$ cat config.mk
export PLATFORM = sky130hd
export DESIGN_NAME = usb_setup_decoder
export DESIGN_NICKNAME = d
export VERILOG_FILES = /design/src/rtl/usb_setup_decoder.sv
export SDC_FILE = /design/constraint.sdc
export NUM_CORES = 1
export LEC_CHECK = 0
export CORE_MARGIN = 4
export CORE_UTILIZATION = 25
export CTS_BUF_LIST = sky130_fd_sc_hd__clkbuf_8
export DETAILED_ROUTE_END_ITERATION = 8
export HOLD_SLACK_MARGIN = 0.03
export PLACE_DENSITY = 0.48
export SLEW_MARGIN = 10
export SYNTH_ARGS = -nofsm -noshare
export SYNTH_HDL_FRONTEND = slang
export SYNTH_SLANG_ARGS = --single-unit
$ cat constraint.sdc
create_clock -name clk_48 -period 6.3 [get_ports clk_48]
set_clock_uncertainty 0.15 [all_clocks]
set_input_delay 1.26 -clock clk_48 [delete_from_list [all_inputs] [get_ports clk_48]]
set_output_delay 1.26 -clock clk_48 [all_outputs]
set_load 0.05 [all_outputs]
$ cat src/rtl/usb_setup_decoder.sv
// usb_setup_decoder
//   Captures the 8-byte SETUP DATA0 payload from the usb core byte stream and
//   checks that exactly SETUP_LEN bytes arrived. On a good packet it presents the
//   decoded request fields, with a one-cycle pkt_valid pulse. Those fields feed
//   the control-endpoint response FSM.
//
// Optional feature macro: USB_SETUP_TIMEOUT_EN
//   When this macro is defined, a capture that sees no byte for TIMEOUT_CYC
//   cycles is abandoned and err_timeout pulses. When it is undefined,
//   err_timeout is tied to 0.
//
// Parameters
//   SETUP_LEN    required payload byte count (field decode assumes 8)
//   TIMEOUT_CYC  max clk_48 cycles between bytes while capturing
//
// Ports
//   clk_48              in   48 MHz clock
//   rst_n               in   asynchronous active-low reset
//   usb_rst             in   usb bus reset, synchronous clear
//   transaction_active  in   token accepted, transaction in progress
//   setup               in   current token is SETUP
//   data_strobe         in   level strobe, rising edge = one byte on data_out
//   data_out     [7:0]  in   received byte
//   success             in   packet CRC good (one-cycle pulse)
//   busy                out  capture in progress
//   pkt_valid           out  one-cycle pulse, new fields valid
//   err_len             out  one-cycle pulse, CRC-good packet of wrong length
//   err_timeout         out  one-cycle pulse, capture timed out
//   dir_in              out  bm_request_type[7]
//   bm_request_type [7:0], b_request [7:0], w_value/w_index/w_length [15:0]  out
module usb_setup_decoder #(
    parameter int SETUP_LEN   = 8,
    parameter int TIMEOUT_CYC = 4800
) (
    input  logic        clk_48,
    input  logic        rst_n,
    input  logic        usb_rst,
    input  logic        transaction_active,
    input  logic        setup,
    input  logic        data_strobe,
    input  logic [7:0]  data_out,
    input  logic        success,
    output logic        busy,
    output logic        pkt_valid,
    output logic        err_len,
    output logic        err_timeout,
    output logic        dir_in,
    output logic [7:0]  bm_request_type,
    output logic [7:0]  b_request,
    output logic [15:0] w_value,
    output logic [15:0] w_index,
    output logic [15:0] w_length
);

    // The count saturates at SETUP_LEN+1, so that an overlong packet never
    // wraps back to a count that looks valid.
    localparam int CNT_W = $clog2(SETUP_LEN + 2);

    typedef enum logic {IDLE, CAPTURE} state_t;

    state_t           state;
    logic             strobe_q;
    logic             ta_q;
    logic [CNT_W-1:0] cnt;
    logic [7:0]       cap_buf      [SETUP_LEN];
    logic [7:0]       cap_buf_next [SETUP_LEN];
    logic             byte_ev;
    logic             ta_rise;
    logic             store;
    logic [CNT_W:0]   final_cnt;

`ifdef USB_SETUP_TIMEOUT_EN
    localparam int TO_W = $clog2(TIMEOUT_CYC + 1);
    logic [TO_W-1:0] idle_cnt;
`endif

    assign byte_ev   = data_strobe & ~strobe_q;
    assign ta_rise   = transaction_active & ~ta_q;
    assign store     = (state == CAPTURE) && byte_ev && (cnt < CNT_W'(SETUP_LEN));
    // A byte that arrives in the same cycle as success still counts toward
    // the packet length.
    assign final_cnt = {1'b0, cnt} + {{CNT_W{1'b0}}, byte_ev};
    assign busy      = (state == CAPTURE);

    // The buffer is kept apart from the output fields, so that an aborted or
    // bad capture never disturbs the fields already presented.
    always_comb begin
        cap_buf_next = cap_buf;
        for (int i = 0; i < SETUP_LEN; i++) begin
            if (store && (cnt == CNT_W'(i))) cap_buf_next[i] = data_out;
        end
    end

    always_ff @(posedge clk_48) begin
        cap_buf <= cap_buf_next;
    end

    always_ff @(posedge clk_48 or negedge rst_n) begin
        if (!rst_n) begin
            state           <= IDLE;
            strobe_q        <= 1'b0;
            ta_q            <= 1'b0;
            cnt             <= '0;
            pkt_valid       <= 1'b0;
            err_len         <= 1'b0;
            dir_in          <= 1'b0;
            bm_request_type <= '0;
            b_request       <= '0;
            w_value         <= '0;
            w_index         <= '0;
            w_length        <= '0;
`ifdef USB_SETUP_TIMEOUT_EN
            err_timeout     <= 1'b0;
            idle_cnt        <= '0;
`endif
        end else if (usb_rst) begin
            state           <= IDLE;
            strobe_q        <= 1'b0;
            ta_q            <= 1'b0;
            cnt             <= '0;
            pkt_valid       <= 1'b0;
            err_len         <= 1'b0;
            dir_in          <= 1'b0;
            bm_request_type <= '0;
            b_request       <= '0;
            w_value         <= '0;
            w_index         <= '0;
            w_length        <= '0;
`ifdef USB_SETUP_TIMEOUT_EN
            err_timeout     <= 1'b0;
            idle_cnt        <= '0;
`endif
        end else begin
            strobe_q  <= data_strobe;
            ta_q      <= transaction_active;
            pkt_valid <= 1'b0;
            err_len   <= 1'b0;
`ifdef USB_SETUP_TIMEOUT_EN
            err_timeout <= 1'b0;
`endif
            case (state)
                IDLE: begin
                    if (ta_rise && setup) begin
                        state <= CAPTURE;
                        cnt   <= '0;
`ifdef USB_SETUP_TIMEOUT_EN
                        idle_cnt <= '0;
`endif
                    end
                end
                CAPTURE: begin
                    if (byte_ev && (cnt < CNT_W'(SETUP_LEN + 1))) cnt <= cnt + 1'b1;
`ifdef USB_SETUP_TIMEOUT_EN
                    if (byte_ev) idle_cnt <= '0;
                    else         idle_cnt <= idle_cnt + 1'b1;
`endif
                    if (success) begin
                        state <= IDLE;
                        if (final_cnt == (CNT_W + 1)'(SETUP_LEN)) begin
                            pkt_valid       <= 1'b1;
                            bm_request_type <= cap_buf_next[0];
                            dir_in          <= cap_buf_next[0][7];
                            b_request       <= cap_buf_next[1];
                            w_value         <= {cap_buf_next[3], cap_buf_next[2]};
                            w_index         <= {cap_buf_next[5], cap_buf_next[4]};
                            w_length        <= {cap_buf_next[7], cap_buf_next[6]};
                        end else begin
                            err_len <= 1'b1;
                        end
                    end else if (ta_rise && setup) begin
                        // A fresh SETUP token restarts the capture in place.
                        cnt <= '0;
`ifdef USB_SETUP_TIMEOUT_EN
                        idle_cnt <= '0;
`endif
                    end else if (!transaction_active) begin
                        // A bad CRC or an aborted transaction: drop the capture quietly.
                        state <= IDLE;
                    end
`ifdef USB_SETUP_TIMEOUT_EN
                    else if (!byte_ev && (idle_cnt == TO_W'(TIMEOUT_CYC - 1))) begin
                        err_timeout <= 1'b1;
                        state       <= IDLE;
                    end
`endif
                end
                default: state <= IDLE;
            endcase
        end
    end

`ifndef USB_SETUP_TIMEOUT_EN
    assign err_timeout = 1'b0;
`endif

endmodule
==> results by group, run 1 <==
Clocking
  • Post-CTS Resized: 0
  • Clk buf depth: 2
  • CTS tree: done
  • CTS Hold Bufs: 0
  • Root Buffer Master: clkbuf_8
  • Clock latency on the worst-skew pair: 0.43 ns
  • Clock H-tree levels: 4
  • Number of setup buffers added after CTS: 0
  • Worst-path clk slew: 0.07 ns
  • TritonCTS Sinks: 137
  • TritonCTS Buffers: 17

Pwr
  • Leak: 2.71 nW
  • Reg power frac: 52.7%
  • Max VDD drop: 0.000130 V
  • Switching Share: 22.8%
  • Logic pwr share: 5.2%
  • Final Power: 1.72 mW
  • Internal: 1.33 mW
  • Clock power share: 42.1%
  • Power Density: 265 nW/um2
  • NetSw: 393 uW

Yosys
  • Synth cell count leaders: 73 x dfrtp_1, 64 x a32o_1, 64 x dfxtp_1
  • Cell Area, Synth: 5070 um2
  • Unique masters post-synth: 35
  • Post-Syn Nets: 373
  • Synth top area cells: dfrtp_1 36%, dfxtp_1 25%, a32o_1 13%
  • Asr flop ratio synth: 53.3%
  • Area leader, netlist: dfrtp_1
  • Flops & latches, synth: 137
  • Post-Syn Instances: 351
  • Main synth FF type: dfrtp_1
  • Top cell type's share of synthesized area: 36.0%
  • Post-synth EDFFs: 0
  • Mean Syn Cell Area: 14.5 um2
  • Post-synthesis sequential area ratio: 61.2%
  • Synth warn: 0
  • Most common cell in the synthesized netlist: dfrtp_1

Worst setup path
  • Startpoint types: input pin
  • Crit path DAT: 4.35 ns
  • Worst r2r path cells: 9
  • Worst-path fanout max: 39
  • Reg2reg setup slack: 3.05 ns
  • Launching point of the worst reg2reg path: strobe_q$_DFF_PN0_
  • Required @ worst endpoint: 6.50 ns
  • Worst R2R End: w_index[8]$_DFFE_PN0P_
  • CP Capture Type: flip-flop
  • Crit path kind: input pin to flip-flop

Global route
  • Initial antenna violation count: 0
  • Largest net degree at the start of global routing: 74
  • Global-route wire length before repair: 20.4 mm
  • Overflow left after global routing: 0
  • GR Util All Layers: 12.0%
  • Vias in the first global route: 3365

Finish
  • Reg area: 3110 um2
  • Finished Cell Area: 6510 um2
  • Multi-input logic area: 1800 um2
  • # fillers: 1933
  • Synth-to-Final Area Change: 28.2%
  • # nets final: 447
  • Antenna diodes: 0
  • Share of post-route cells with drive strength above 1: 24.2%
  • Finished Core Util: 33.0%
  • Non-Filler Instances: 703

Timing
  • Slew at the pin closest to its max-slew limit: 1.18 ns
  • Fin Hold WS: 0.324 ns
  • Endpoints failing hold: 0
  • Worst setup margin: 2.15 ns
  • Slew margin rel.: 21.2%
  • Final Cycle Share: 65.8%
  • Max-slew violation count: 0
  • Fin crit period: 4.15 ns
  • Fin Setup TNS: 0 ns
  • RSZ-0062 raised after global routing: false
  • Max Freq: 241 MHz
  • Final setup viols: 0

Placed design
  • Post-DP HPWL: 8.32 mm
  • IO Port Bufs: 82
  • Placed Cells incl. Taps: 671
  • Routability cong.: 0.711
  • Worst slack, placed: 1.76 ns
  • Area after DPL: 6090 um2

Min path
  • WHS Endpoint: cap_buf[41]$_DFF_P_
  • Hold Path Depth: 1
  • Min-Delay Startpoint: cap_buf[41]$_DFF_P_
  • Hold WC Path Type: flip-flop to flip-flop

Floorplanning
  • Core box area: 19700 um2
  • Die area: 22600 um2
  • Initial core utilization: 25.7%
  • I/O pins: 84
  • Chip width: 150 um
  • Die Y: 150 um
  • # rows: 51

Status
  • Status: completed

Detailed routing
  • Routed wire per std cell: 18.7 um
  • Remaining antenna violation count: 0
  • DRC viols: 0
  • Vias per inst: 4.63
  • Iter 0 DRT Violations: 134
  • DR vias: 3257
  • WL final: 13.1 mm
  • Pre-Repair DR Iteration Count: 4

Flow run
  • Max-cap violations: 0
worst max path at each step:
stage / depth (start not counted) / slack [ns] / startpoint / to
2_1_floorplan: 9 / 3.11 / data_strobe / b_request[0]$_DFFE_PN0P_
3_3_place_gp: 10 / 1.82 / data_strobe / w_value[0]$_DFFE_PN0P_
3_5_place_dp: 10 / 1.76 / data_strobe / w_value[4]$_DFFE_PN0P_
4_1_cts: 10 / 2.20 / data_strobe / w_index[8]$_DFFE_PN0P_
5_1_grt: 10 / 2.00 / data_strobe / w_index[12]$_DFFE_PN0P_
6_report: 10 / 2.15 / data_strobe / w_index[8]$_DFFE_PN0P_
cell families (layout without fill, tap and decap cells):
kind of cell / after synthesis / count (layout) / share of synthesized area, %
adder cells (fa/ha/maj): 7 / 7 / 1.73
multiplexers: 65 / 65 / 15.0
XOR/XNOR: 1 / 1 / 0.173
buffers and inverters: 34 / 121 / 3.48
AO/OA/AOI/OAI: 74 / 74 / 14.3
other: 1 / 1 / 0.0739
flip-flops: 137 / 137 / 61.2
AND/OR/NAND/NOR: 32 / 32 / 4.04
cell type report:
class / count / share of cell area (%)
inverters: 4 / 0.231
clock buffers: 21 / 4.44
flip-flops and latches: 137 / 47.8
clock inverters: 11 / 1.88
repair buffers: 85 / 12.9
well taps: 265 / 5.10
multi-input cells: 180 / 27.7
power groups by stage:
| stage | combinational, mW | clock [mW] | sequential [mW] |
|---|---|---|---|
| final | 0.0895 | 0.724 | 0.908 |
| after global routing | 0.100 | 0.783 | 0.910 |
| after CTS | 0.0917 | 0.748 | 0.908 |
| after detailed placement | 0.0914 | 0 | 0.926 |
| after global placement | 0.0901 | 0 | 0.925 |
| after floorplan | 0.0512 | 0 | 0.925 |
layer usage:
metal	track usage (%)	share of wire, %	vias up	wire length [um]
li1	-	-	1489	-
met2	18.5	47	69	6160
met5	0	0	-	0
met4	3.02	0.91	0	119
met1	16.7	48	1691	6360
met3	3.40	3.8	8	506
cell usage in the layout, fill, tap and decap left out, types with 2 or more instances in the layout:
master and count:
a21oi_1 4, buf_4 4, nor4bb_1 2, nand2b_1 2
a32o_1 64, clkdlybuf4s50_1 81, nand2_1 3, ha_1 7
and3b_1 2, nor2_1 7, dfrtp_1 73, bufinv_16 2
clkbuf_8 21, inv_1 6, nor2b_1 2, and3_1 3
clkinv_4 4, clkinvlp_4 2, mux2_4 8, nand3_2 4
mux2_2 56, dfxtp_1 64
worst max-delay path, stage by stage:
cell and delay, ns:
clkdlybuf4s50_1 0.46, nand2b_1 0.14, inv_1 0.06, ha_1 0.19, ha_1 0.19, and3b_1 0.17, a22o_2 0.24, a31oi_4 0.94
buf_4 0.47, a32o_1 0.18
flip-flops by register name, indices dropped and copies added (netlist names), 4 cells and up:
name,flops
cap_buf,64
w_index,16
w_length,16
w_value,16
b_request,8
bm_request_type,7
cnt,4
Note: power is estimated with default switching activity, not from simulation.
==> run 2: changes to the inputs <==
--- a/config.mk
+++ b/config.mk
@@ -10,7 +10,7 @@
 export CTS_BUF_LIST = sky130_fd_sc_hd__clkbuf_8
 export DETAILED_ROUTE_END_ITERATION = 8
 export HOLD_SLACK_MARGIN = 0.03
-export PLACE_DENSITY = 0.48
+export PLACE_DENSITY = 0.49
 export SLEW_MARGIN = 10
 export SYNTH_ARGS = -nofsm -noshare
 export SYNTH_HDL_FRONTEND = slang
==> constraint.sdc (replaced) <==
create_clock -name clk_48 -period 3.8 [get_ports clk_48]
set_clock_uncertainty 0.15 [all_clocks]
set_input_delay 0.76 -clock clk_48 [delete_from_list [all_inputs] [get_ports clk_48]]
set_output_delay 0.76 -clock clk_48 [all_outputs]
set_load 0.05 [all_outputs]
==> results by group, run 2 (synthesis gave the netlist of run 1 again) <==
Timing
  • Max-slew violation count: 0 (unchanged)
  • Endpoints failing hold: 0 (unchanged)
  • Fin Setup TNS: 0 ns (unchanged)
  • Max Freq: 340 MHz
  • Slew at the pin closest to its max-slew limit: 1.02 ns (was 1.18 ns)
  • Fin crit period: 2.94 ns
  • RSZ-0062 raised after global routing: false (unchanged)
  • Final setup viols: 0 (unchanged)
  • Final Cycle Share: 77.5%
  • Slew margin rel.: 32.2% (was 21.2%)

Worst setup path
  • Required @ worst endpoint: 4.02 ns (was 6.50 ns)
  • Worst r2r path cells: 8 (was 9)
  • Worst R2R End: b_request[5]$_DFFE_PN0P_ (was w_index[8]$_DFFE_PN0P_)
  • Worst-path fanout max: 44 (was 39)
  • Crit path DAT: 3.16 ns (was 4.35 ns)
  • Launching point of the worst reg2reg path: strobe_q$_DFF_PN0_ (unchanged)
  • CP Capture Type: flip-flop (unchanged)
  • Crit path kind: input pin to flip-flop (unchanged)
  • Startpoint types: input pin (unchanged)
  • Reg2reg setup slack: 1.26 ns (was 3.05 ns)

Pwr
  • Max VDD drop: 0.000170 V (was 0.000130 V)
  • Power Density: 461 nW/um2 (was 265 nW/um2)
  • Clock power share: 45.5% (was 42.1%)
  • NetSw: 623 uW (was 393 uW)
  • Switching Share: 20.5% (was 22.8%)
  • Leak: 2.75 nW (was 2.71 nW)
  • Final Power: 3.04 mW (was 1.72 mW)
  • Logic pwr share: 5.0% (was 5.2%)
  • Reg power frac: 49.6% (was 52.7%)
  • Internal: 2.41 mW (was 1.33 mW)

Placed design
  • Post-DP HPWL: 8.16 mm (was 8.32 mm)
  • Routability cong.: 0.733 (was 0.711)
  • Area after DPL: 6110 um2 (was 6090 um2)
  • IO Port Bufs: 82 (unchanged)

Detailed routing
  • Iter 0 DRT Violations: 261 (was 134)
  • Pre-Repair DR Iteration Count: 4 (unchanged)
  • Remaining antenna violation count: 0 (unchanged)
  • DR vias: 3263 (was 3257)
  • DRC viols: 0 (unchanged)
  • Vias per inst: 4.65 (was 4.63)
  • WL final: 13.3 mm (was 13.1 mm)
  • Routed wire per std cell: 18.9 um (was 18.7 um)

Status
  • Status: completed (unchanged)

Finish
  • Synth-to-Final Area Change: 29.7% (was 28.2%)
  • Commonest non-fill, non-tap cell in the layout: clkdlybuf4s50_1 (unchanged)
  • Antenna diodes: 0 (unchanged)
  • Leading cell types in the layout, fill and taps excluded: 81 x clkdlybuf4s50_1, 73 x dfrtp_1, 64 x a32o_1, 64 x dfxtp_1, 56 x mux2_2 (unchanged)
  • Share of post-route cells with drive strength above 1: 24.5% (was 24.2%)
  • Finished Cell Area: 6580 um2 (was 6510 um2)
  • Max FFs per register: 64 (unchanged)
  • # nets final: 448 (was 447)
  • Largest Register: cap_buf (unchanged)

Min path
  • Hold Path Depth: 1 (unchanged)
  • Min-Delay Startpoint: cap_buf[29]$_DFF_P_ (was cap_buf[41]$_DFF_P_)
  • Hold WC Path Type: flip-flop to flip-flop (unchanged)
  • WHS Endpoint: cap_buf[29]$_DFF_P_ (was cap_buf[41]$_DFF_P_)

Flow run
  • Max-cap violations: 0 (unchanged)

Floorplanning
  • Initial core utilization: 25.7% (unchanged)
  • Core box area: 19700 um2 (unchanged)
  • Die Y: 150 um (unchanged)
  • Die area: 22600 um2 (unchanged)
  • # rows: 51 (unchanged)
  • Chip width: 150 um (unchanged)
  • I/O pins: 84 (unchanged)

Clocking
  • Post-CTS Resized: 0 (unchanged)
  • Worst-path clk slew: 0.07 ns (about the same)
  • CTS tree: done (unchanged)
  • Root Buffer Master: clkbuf_8 (unchanged)
  • Clk buf depth: 2 (unchanged)
  • Clock latency on the worst-skew pair: 0.43 ns (about the same)
  • Clock H-tree levels: 4 (unchanged)
  • TritonCTS Sinks: 137 (unchanged)
  • TritonCTS Buffers: 17 (unchanged)
  • Number of setup buffers added after CTS: 0 (unchanged)
  • CTS Hold Bufs: 0 (unchanged)

Global route
  • Vias in the first global route: 3433 (was 3365)
  • Largest net degree at the start of global routing: 74 (unchanged)
  • Global-route wire length before repair: 21.1 mm (was 20.4 mm)
  • GR Util All Layers: 12.5% (was 12.0%)
  • Initial antenna violation count: 0 (unchanged)
  • Overflow left after global routing: 0 (unchanged)
## run 2: cell types whose count changed in the layout (fill, tap and decap cells not counted)
cell,before,now
inv_1,6,4
clkbuf_8,21,22
buf_12,0,1
clkinv_2,1,3
bufinv_16,2,5
clkinvlp_4,2,0
clkinv_4,4,0
## run 2: per-layer routing
metal,GRT usage (%),wire length (um),vias to the layer above
li1,-,-,1489
met1,17.2,6250,1670
met2,18.8,6090,91
met3,4.24,779,13
met4,3.75,146,0
met5,0,0,-
## run 2: through the flow
step           instances  worst slack (ns)  hold slack, ns  utilization [%]
2_1_floorplan        351              1.11           0.297                -
3_3_place_gp         672             0.527           0.304             31.0
3_5_place_dp         672             0.462           0.308             31.0
4_1_cts              702             0.916           0.327             33.4
5_1_grt              702             0.676           0.336             33.4
6_report             702             0.857           0.325             33.4
## run 2: power by group through the flow
| stage | registers, mW | logic, mW | clock network [mW] |
|---|---|---|---|
| after floorplan | 1.53 | 0.0849 | 0 |
| after global placement | 1.53 | 0.150 | 0 |
| after detailed placement | 1.54 | 0.154 | 0 |
| after CTS | 1.51 | 0.154 | 1.42 |
| after global routing | 1.51 | 0.168 | 1.49 |
| final | 1.51 | 0.151 | 1.38 |
## run 2: worst max path at each step
stage	startpoint	endpoint	depth (start not counted)	slack [ns]
finish	data_strobe	b_request[5]$_DFFE_PN0P_	9	0.86
global route	data_strobe	bm_request_type[4]$_DFFE_PN0P_	9	0.68
CTS	data_strobe	w_value[1]$_DFFE_PN0P_	9	0.92
detailed placement	data_strobe	b_request[2]$_DFFE_PN0P_	9	0.46
global placement	data_strobe	dir_in$_DFFE_PN0P_	9	0.53
floorplan	data_strobe	b_request[0]$_DFFE_PN0P_	9	1.11
## run 2: cell type report
type | count | area [um2]
Multi-Input combinational cell | 180 | 1800
Timing Repair Buffer | 86 | 861
Clock inverter | 8 | 165
Inverter | 4 | 15.0
Clock buffer | 22 | 303
Sequential cell | 137 | 3110
Tap cell | 265 | 332
Fill cell | 1935 | 13100
## run 2: worst max-delay path, cell delays in order
cell,delay [ns]
clkdlybuf4s50_1,0.45
nand2b_1,0.14
inv_1,0.05
ha_1,0.20
ha_1,0.29
nor4bb_1,0.29
a22o_2,0.23
buf_4,0.46
a32o_1,0.25
